--- src/rtl/apb2axi_pkg.sv ---
// Shared types for the APB-to-AXI read-data path.
// TAG_W / TAG_NUM : AXI ID width and number of distinct tags.
// RDF_DEPTH       : default beat capacity of the read-data buffer.
// rdf_entry_t     : one stored R beat (tag, data, last, resp).
// rdf_state_e     : read-data buffer control states.
package apb2axi_pkg;

  localparam int unsigned TAG_W     = 3;
  localparam int unsigned TAG_NUM   = 1 << TAG_W;
  localparam int unsigned RDF_DEPTH = 32;

  typedef logic [$clog2(RDF_DEPTH)-1:0] rdf_slot_idx_t;

  typedef struct packed {
    logic [TAG_W-1:0] tag;
    logic [31:0]      data;
    logic             last;
    logic [1:0]       resp;
  } rdf_entry_t;

  typedef enum logic {
    StIdle,
    StFlush
  } rdf_state_e;

endpackage

--- src/rtl/apb2axi_rdf_freelist.sv ---
// Free-slot index FIFO for the read-data buffer.
// Reset fills it with indices 0..DEPTH-1 in order.
// clk, rst_n            : clock, async active-low reset.
// alloc / alloc_idx     : take the index at the read pointer.
// free / free_idx       : return an index at the write pointer.
// count                 : number of indices currently held.
module apb2axi_rdf_freelist #(
  parameter int unsigned DEPTH = 32,
  parameter int unsigned IDX_W = $clog2(DEPTH),
  parameter int unsigned CNT_W = $clog2(DEPTH + 1)
) (
  input  logic             clk,
  input  logic             rst_n,
  input  logic             alloc,
  output logic [IDX_W-1:0] alloc_idx,
  input  logic             free,
  input  logic [IDX_W-1:0] free_idx,
  output logic [CNT_W-1:0] count
);

  logic [IDX_W-1:0] mem_q [DEPTH];
  logic [IDX_W-1:0] rd_ptr_q, wr_ptr_q;
  logic [CNT_W-1:0] count_q;

  assign alloc_idx = mem_q[rd_ptr_q];
  assign count     = count_q;

  // Starts full, so wr_ptr equals rd_ptr; both wrap modulo DEPTH.
  always_ff @(posedge clk or negedge rst_n) begin
    if (!rst_n) begin
      for (int i = 0; i < DEPTH; i++) mem_q[i] <= IDX_W'(i);
      rd_ptr_q <= '0;
      wr_ptr_q <= '0;
      count_q  <= CNT_W'(DEPTH);
    end else begin
      if (alloc) rd_ptr_q <= rd_ptr_q + IDX_W'(1);
      if (free) begin
        mem_q[wr_ptr_q] <= free_idx;
        wr_ptr_q        <= wr_ptr_q + IDX_W'(1);
      end
      unique case ({alloc, free})
        2'b10:   count_q <= count_q - CNT_W'(1);
        2'b01:   count_q <= count_q + CNT_W'(1);
        default: count_q <= count_q;
      endcase
    end
  end

  a_no_underflow: assert property (@(posedge clk) disable iff (!rst_n)
    alloc |-> count_q != '0);
  a_no_overflow: assert property (@(posedge clk) disable iff (!rst_n)
    (free && !alloc) |-> count_q != CNT_W'(DEPTH));

endmodule

--- src/rtl/apb2axi_rdf_buffer.sv ---
// Shared read-data buffer: R beats stored in a common slot pool, linked per tag
// so interleaved/out-of-order IDs can be drained one tag at a time.
// aclk, aresetn           : clock, async active-low reset.
// push_vld/payload/rdy    : beat input from the response collector.
// pop_req/tag/rdy         : request one beat of a tag (rdy combinational).
// pop_vld/payload         : registered one-cycle pop result.
// tag_cnt, tag_done       : per-tag stored-beat counts and last-stored flags.
// free_cnt                : free slots.
// flush_req/tag/busy      : discard every beat of a tag, one slot per cycle.
module apb2axi_rdf_buffer
  import apb2axi_pkg::*;
#(
  parameter int unsigned DEPTH = RDF_DEPTH,
  parameter int unsigned IDX_W = $clog2(DEPTH),
  parameter int unsigned CNT_W = $clog2(DEPTH + 1)
) (
  input  logic                     aclk,
  input  logic                     aresetn,
  input  logic                     push_vld,
  input  rdf_entry_t               push_payload,
  output logic                     push_rdy,
  input  logic                     pop_req,
  input  logic [TAG_W-1:0]         pop_tag,
  output logic                     pop_rdy,
  output logic                     pop_vld,
  output rdf_entry_t               pop_payload,
  output logic [TAG_NUM*CNT_W-1:0] tag_cnt,
  output logic [TAG_NUM-1:0]       tag_done,
  output logic [CNT_W-1:0]         free_cnt,
  input  logic                     flush_req,
  input  logic [TAG_W-1:0]         flush_tag,
  output logic                     flush_busy
);

  rdf_state_e       state_q, state_d;
  logic [TAG_W-1:0] flush_tag_q, flush_tag_d;
  logic [IDX_W-1:0] head_q [TAG_NUM];
  logic [IDX_W-1:0] head_d [TAG_NUM];
  logic [IDX_W-1:0] tail_q [TAG_NUM];
  logic [IDX_W-1:0] tail_d [TAG_NUM];
  logic [CNT_W-1:0] cnt_q  [TAG_NUM];
  logic [CNT_W-1:0] cnt_d  [TAG_NUM];
  logic [TAG_NUM-1:0] done_q, done_d;
  logic             pop_vld_q;
  rdf_entry_t       pop_payload_q;

  rdf_entry_t       data_ram [DEPTH];
  logic [IDX_W-1:0] next_ram [DEPTH];

  logic [IDX_W-1:0] alloc_idx, rm_idx;
  logic [TAG_W-1:0] push_tag, rm_tag;
  logic             idle, push_hit, pop_hit, flush_hit, rm_hit, bypass, link;

  assign idle       = (state_q == StIdle);
  assign push_tag   = push_payload.tag;
  // Gated by reset so no beat is offered while the buffer is held in reset.
  assign push_rdy   = aresetn && idle && (free_cnt != '0);
  assign pop_rdy    = idle && (cnt_q[pop_tag] != '0);
  assign push_hit   = push_vld && push_rdy;
  assign pop_hit    = pop_req && pop_rdy;
  assign flush_hit  = !idle && (cnt_q[flush_tag_q] != '0);
  // Pop (IDLE) and flush (FLUSH) never coincide, so they share one removal path.
  assign rm_hit     = pop_hit || flush_hit;
  assign rm_tag     = idle ? pop_tag : flush_tag_q;
  assign rm_idx     = head_q[rm_tag];
  // Same-tag pop of the only beat plus push: new slot becomes head and tail.
  assign bypass     = push_hit && pop_hit && (push_tag == pop_tag) &&
                      (cnt_q[push_tag] == CNT_W'(1));
  assign link       = push_hit && (cnt_q[push_tag] != '0) && !bypass;

  assign pop_vld    = pop_vld_q;
  assign pop_payload = pop_payload_q;
  assign tag_done   = done_q;
  assign flush_busy = !idle;

  always_comb begin
    tag_cnt = '0;
    for (int t = 0; t < TAG_NUM; t++) tag_cnt[t*CNT_W +: CNT_W] = cnt_q[t];
  end

  apb2axi_rdf_freelist #(
    .DEPTH (DEPTH),
    .IDX_W (IDX_W),
    .CNT_W (CNT_W)
  ) u_freelist (
    .clk       (aclk),
    .rst_n     (aresetn),
    .alloc     (push_hit),
    .alloc_idx (alloc_idx),
    .free      (rm_hit),
    .free_idx  (rm_idx),
    .count     (free_cnt)
  );

  // Per-tag list bookkeeping; removal applied before insertion so a pushed
  // last beat wins over a popped one.
  always_comb begin
    done_d = done_q;
    for (int t = 0; t < TAG_NUM; t++) begin
      head_d[t] = head_q[t];
      tail_d[t] = tail_q[t];
      cnt_d[t]  = cnt_q[t];
      if (rm_hit && (rm_tag == TAG_W'(t))) begin
        head_d[t] = next_ram[rm_idx];
        cnt_d[t]  = cnt_d[t] - CNT_W'(1);
        if ((pop_hit && data_ram[rm_idx].last) ||
            (flush_hit && (cnt_q[t] == CNT_W'(1)))) begin
          done_d[t] = 1'b0;
        end
      end
      if (push_hit && (push_tag == TAG_W'(t))) begin
        cnt_d[t]  = cnt_d[t] + CNT_W'(1);
        tail_d[t] = alloc_idx;
        if ((cnt_q[t] == '0) || bypass) head_d[t] = alloc_idx;
        if (push_payload.last) done_d[t] = 1'b1;
      end
    end
  end

  always_comb begin
    state_d     = state_q;
    flush_tag_d = flush_tag_q;
    unique case (state_q)
      StIdle: begin
        if (flush_req) begin
          state_d     = StFlush;
          flush_tag_d = flush_tag;
        end
      end
      StFlush: begin
        // Empty tag leaves at once; otherwise leave as the final slot is freed.
        if (cnt_q[flush_tag_q] <= CNT_W'(1)) state_d = StIdle;
      end
    endcase
  end

  always_ff @(posedge aclk or negedge aresetn) begin
    if (!aresetn) begin
      state_q       <= StIdle;
      flush_tag_q   <= '0;
      done_q        <= '0;
      pop_vld_q     <= 1'b0;
      pop_payload_q <= '0;
      for (int t = 0; t < TAG_NUM; t++) begin
        head_q[t] <= '0;
        tail_q[t] <= '0;
        cnt_q[t]  <= '0;
      end
    end else begin
      state_q     <= state_d;
      flush_tag_q <= flush_tag_d;
      done_q      <= done_d;
      pop_vld_q   <= pop_hit;
      if (pop_hit) pop_payload_q <= data_ram[rm_idx];
      for (int t = 0; t < TAG_NUM; t++) begin
        head_q[t] <= head_d[t];
        tail_q[t] <= tail_d[t];
        cnt_q[t]  <= cnt_d[t];
      end
    end
  end

  // Storage arrays carry no reset; only list pointers/counts define validity.
  always_ff @(posedge aclk) begin
    if (push_hit) data_ram[alloc_idx] <= push_payload;
    if (link) next_ram[tail_q[push_tag]] <= alloc_idx;
  end

endmodule

--- config.mk ---
export PLATFORM = sky130hd
export DESIGN_NAME = apb2axi_rdf_buffer
export DESIGN_NICKNAME = d
export VERILOG_FILES = /design/src/rtl/apb2axi_pkg.sv /design/src/rtl/apb2axi_rdf_freelist.sv /design/src/rtl/apb2axi_rdf_buffer.sv
export SDC_FILE = /design/constraint.sdc
export NUM_CORES = 2
export LEC_CHECK = 0
export CORE_ASPECT_RATIO = 0.9
export CORE_MARGIN = 1.5
export CORE_UTILIZATION = 30
export CTS_CLUSTER_SIZE = 24
export DETAILED_ROUTE_END_ITERATION = 10
export PLACE_DENSITY_LB_ADDON = 0.08
export SYNTH_ARGS = -nofsm -noshare
export SYNTH_HDL_FRONTEND = slang
export SYNTH_SLANG_ARGS = --single-unit
--- constraint.sdc ---
create_clock -name aclk -period 5.55 [get_ports aclk]
set_input_delay 0.8325 -clock aclk [delete_from_list [all_inputs] [get_ports aclk]]
set_output_delay 0.8325 -clock aclk [all_outputs]
set_load 0.1 [all_outputs]
==> results.sh <==
export IMPL_grt_overflow=0
export IMPL_reg2reg_to="data_ram[17][29]$_DFFE_PP_"
export IMPL_synth_compound_area_share_pct=9.73
export IMPL_portBuffers=152
export IMPL_dieArea_mm2=0.243
export IMPL_drtPass1Iterations=9
export IMPL_grtUsageTotal_pct=19.6
export IMPL_clockBufferDepth=3
export IMPL_ys_types=99
export IMPL_clk_insertion_delay_late_ns=0.86
export IMPL_drt_iter0_drc=3658
export IMPL_worst_ep_arrival_time_ns=5.29
export IMPL_synth_top_flop_cell="edfxtp_1"
export IMPL_grt_pass1_wl_um=345000
export IMPL_fin_util_pct=35.7
export IMPL_seq_area_frac_synth_pct=69.9
export IMPL_max_slew_margin_pct=19.5
export IMPL_max_freq_mhz=207
export IMPL_numCtsBuffers=191
export IMPL_rows=170
export IMPL_io_pin_count=153
export IMPL_synth_top_family_by_area="compound AO/OA/AOI/OAI gates"
export IMPL_first_global_vias=45000
export IMPL_post_route_min_period_ns=4.83
export IMPL_setup_viol_count_final=0
export IMPL_synth_area_mm2=0.0720
export IMPL_path_class="reg -> reg"
export IMPL_clkSinkCount=1731
export IMPL_finalHoldViolCount=0
export IMPL_hp_class="in -> async"
export IMPL_synth_edf_count=1376
export IMPL_post_drt_via_cell_ratio=5.20
export IMPL_cp_slowest_cell="nor2_4"
export IMPL_ant_nets=0
export IMPL_r2r_start="u_freelist.rd_ptr_q[0]$_DFFE_PN0P_"
export IMPL_fin_setup_tns_ns=0
export IMPL_root_buffer="clkbuf_16"
export IMPL_htreeDepth=4
export IMPL_antenna_found_initial=12
export IMPL_yosys_area_share_simple_pct=9.19
export IMPL_hpwl_um=135000
export IMPL_fp_dieW_um=519
export IMPL_ys_ff_latch=1731
export IMPL_crit_buf_inv=3
export IMPL_final_max_slew_viol_count=0
export IMPL_synthToLayoutAreaGrowth_pct=18.1
export IMPL_place_gp_congestion=0.786
export IMPL_critPathTopFamily="simple AND/OR/NAND/NOR gates"
export IMPL_synthCells=5113
export IMPL_async_reset_ff_share_pct=20.5
export IMPL_ys_warn_count=0
export IMPL_critPathMaxFanout=35
export IMPL_reg2reg_slack_ns=0.72
export IMPL_endpoint_kind="register"
export IMPL_fin_crit_sh_pct=87.0
export IMPL_grt_start_max_net_pins=88
export IMPL_clock_skew_final_ns=0.0667
export IMPL_synth_avg_cell_area_um2=14.1
export IMPL_rr_worst_depth=9
export IMPL_slowest_delay_ns=0.66
export IMPL_drive_gt1_share_pct=14.2
export IMPL_synthMuxAreaShare_pct=7.18
export IMPL_synthesis_nets=5205
export IMPL_final_fill_count=22800
export IMPL_synthAdderAreaFrac_pct=0.757
export IMPL_cts_tree="done"
export IMPL_drc=38
export IMPL_violations="DRC"
export IMPL_status="finished, violations left"
export IMPL_routedWlPerCell_um=27.6
export IMPL_synth_xor_area_share_pct=1.01
export IMPL_maxCapViolations=0
export IMPL_crit_required_ns=6.01
export IMPL_wl_um=240000
export IMPL_vias=45300
export IMPL_start_kind="register"
export IMPL_rsz0062_at_grt="false"
export IMPL_nets=5436
export IMPL_path_clk_slew_ns=0.06
export IMPL_dieHeight_um=468
export IMPL_cp_cell_sequence="buf_12 > mux4_2 > mux4_2 > mux2i_2 > inv_1 > nor2_1 > nand2_1 > nor2_4 > buf_4"
export IMPL_core_area_mm2=0.238
export IMPL_crit_top_cell="mux4_2"
export IMPL_tightest_slew_ns=1.20
export IMPL_initial_core_util_pct=30.2
state kept, by name (all words and copies together), names as in the netlist, 6 cells and up:
register / flops
data_ram: 1216
head_q: 40
next_ram: 160
pop_payload: 38
tag_cnt: 48
tag_done: 8
tail_q: 40
u_freelist.count: 6
u_freelist.mem_q: 160
worst reg2reg max path, cell delays in order (launching register included):
cell	delay (ns)
dfrtp_2	0.38
buf_12	0.28
mux4_2	0.63
mux4_2	0.53
mux2i_2	0.28
inv_1	0.12
nor2_1	0.53
nand2_1	0.23
nor2_4	0.66
buf_4	0.68
cell usage after synthesis, types with 10 or more instances:
cell	n	area share, %
a2111oi_0	44	0.54
a211oi_1	46	0.48
a21oi_1	53	0.37
a311o_1	11	0.15
a31oi_1	78	0.68
a32oi_1	304	3.7
and2_1	12	0.10
and3_1	124	1.1
buf_1	29	0.15
buf_2	73	0.51
buf_4	22	0.23
clkbuf_1	201	1.0
dfrtp_1	274	9.5
dfstp_2	81	3.0
edfxtp_1	1376	57
ha_1	42	0.73
inv_1	33	0.17
mux2_2	16	0.25
mux2i_1	336	4.7
mux4_2	66	2.1
nand2_1	932	4.9
nand2b_1	26	0.23
nand3_1	101	0.70
nor2_1	155	0.81
nor2b_1	10	0.087
nor3_1	29	0.20
nor3b_1	16	0.17
nor4_1	24	0.21
o211ai_1	17	0.18
o21ai_0	243	1.7
o21ai_1	21	0.15
o221ai_1	42	0.51
o22ai_1	27	0.23
or3_1	16	0.14
xnor2_1	61	0.74
xor2_1	22	0.27
stage by stage:
step | cells | cell area, um2 | hold WS (ns) | worst slack [ns]
after floorplan | 5113 | 72000 | 0.444 | 0.224
after global placement | 8332 | 78700 | 0.457 | 0.306
after detailed placement | 8332 | 78700 | 0.467 | 0.258
after CTS | 8695 | 85000 | 0.431 | 0.663
after global routing | 8696 | 85000 | 0.464 | 0.312
final | 8697 | 85000 | 0.471 | 0.724
layout make-up:
cell class                      count  area, um2  share of cell area, %
Timing Repair Buffer              376       3860                   4.54
Clock buffer                      272       5390                   6.34
Clock inverter                     90        923                   1.09
Antenna cell                        2       5.00                0.00589
Multi-Input combinational cell   3009      20400                   24.0
Inverter                           35        131                  0.155
Tap cell                         3182       3980                   4.68
Sequential cell                  1731      50300                   59.2
how the worst max path moves through the flow:
stage	startpoint	endpoint	slack [ns]	depth (start not counted)
floorplan	u_freelist.rd_ptr_q[0]$_DFFE_PN0P_	data_ram[17][0]$_DFFE_PP_	0.22	9
global placement	pop_tag[1]	head_q[14]$_DFF_PN0_	0.31	11
detailed placement	pop_tag[1]	head_q[4]$_DFF_PN0_	0.26	11
CTS	u_freelist.rd_ptr_q[0]$_DFFE_PN0P_	data_ram[17][26]$_DFFE_PP_	0.66	9
global route	flush_tag_q[0]$_DFFE_PN0P_	tag_cnt[22]$_DFF_PN0_	0.31	13
finish	u_freelist.rd_ptr_q[0]$_DFFE_PN0P_	data_ram[17][29]$_DFFE_PP_	0.72	9
cell families (layout without fill, tap and decap cells):
family	count (synthesis)	count (layout)
flip-flops	1731	1731
XOR/XNOR	83	83
adder cells (fa/ha/maj)	43	43
AND/OR/NAND/NOR	1495	1495
multiplexers	427	427
other	0	2
AO/OA/AOI/OAI	961	961
buffers and inverters	373	773
placed cells by master, fill, tap and decap left out, types with 22 or more instances in the layout:
master           instances
and3_1                 124
a32oi_1                304
xnor2_1                 61
nor2_4                  37
dfrtp_1                272
dfstp_2                 81
a211oi_1                46
nor4_1                  24
a31oi_1                 78
clkbuf_8                24
clkdlybuf4s50_1        146
nand2b_1                26
o221ai_1                42
nand2_1                929
clkinv_2                35
a21oi_1                 53
clkinv_1                27
mux4_2                  66
o21ai_0                243
edfxtp_1              1376
nand3_1                101
xor2_1                  22
buf_4                  170
nor3_1                  28
inv_1                   33
nor2_1                 119
mux2i_1                331
a2111oi_0               44
o22ai_1                 27
ha_1                    42
buf_12                  54
clkbuf_1                54
clkbuf_16              194
metal layers:
metal  global-route usage (%)  vias up  wire, um
met2                     31.5     1126    112000
met4                     4.28        4      4870
met1                     28.0    23600    114000
met3                     2.63      300     10000
li1                         -    20200         -
met5                        0        -        21
timing repair:
action / CTS / global route
setup buffers: 0 / 0
resized for setup: 0 / 0
hold endpoints to repair: 20 / 0
hold buffers: 1 / 0
Power is not shown: default switching activity piles up to over one toggle a cycle in this logic, so the estimate is an artifact.
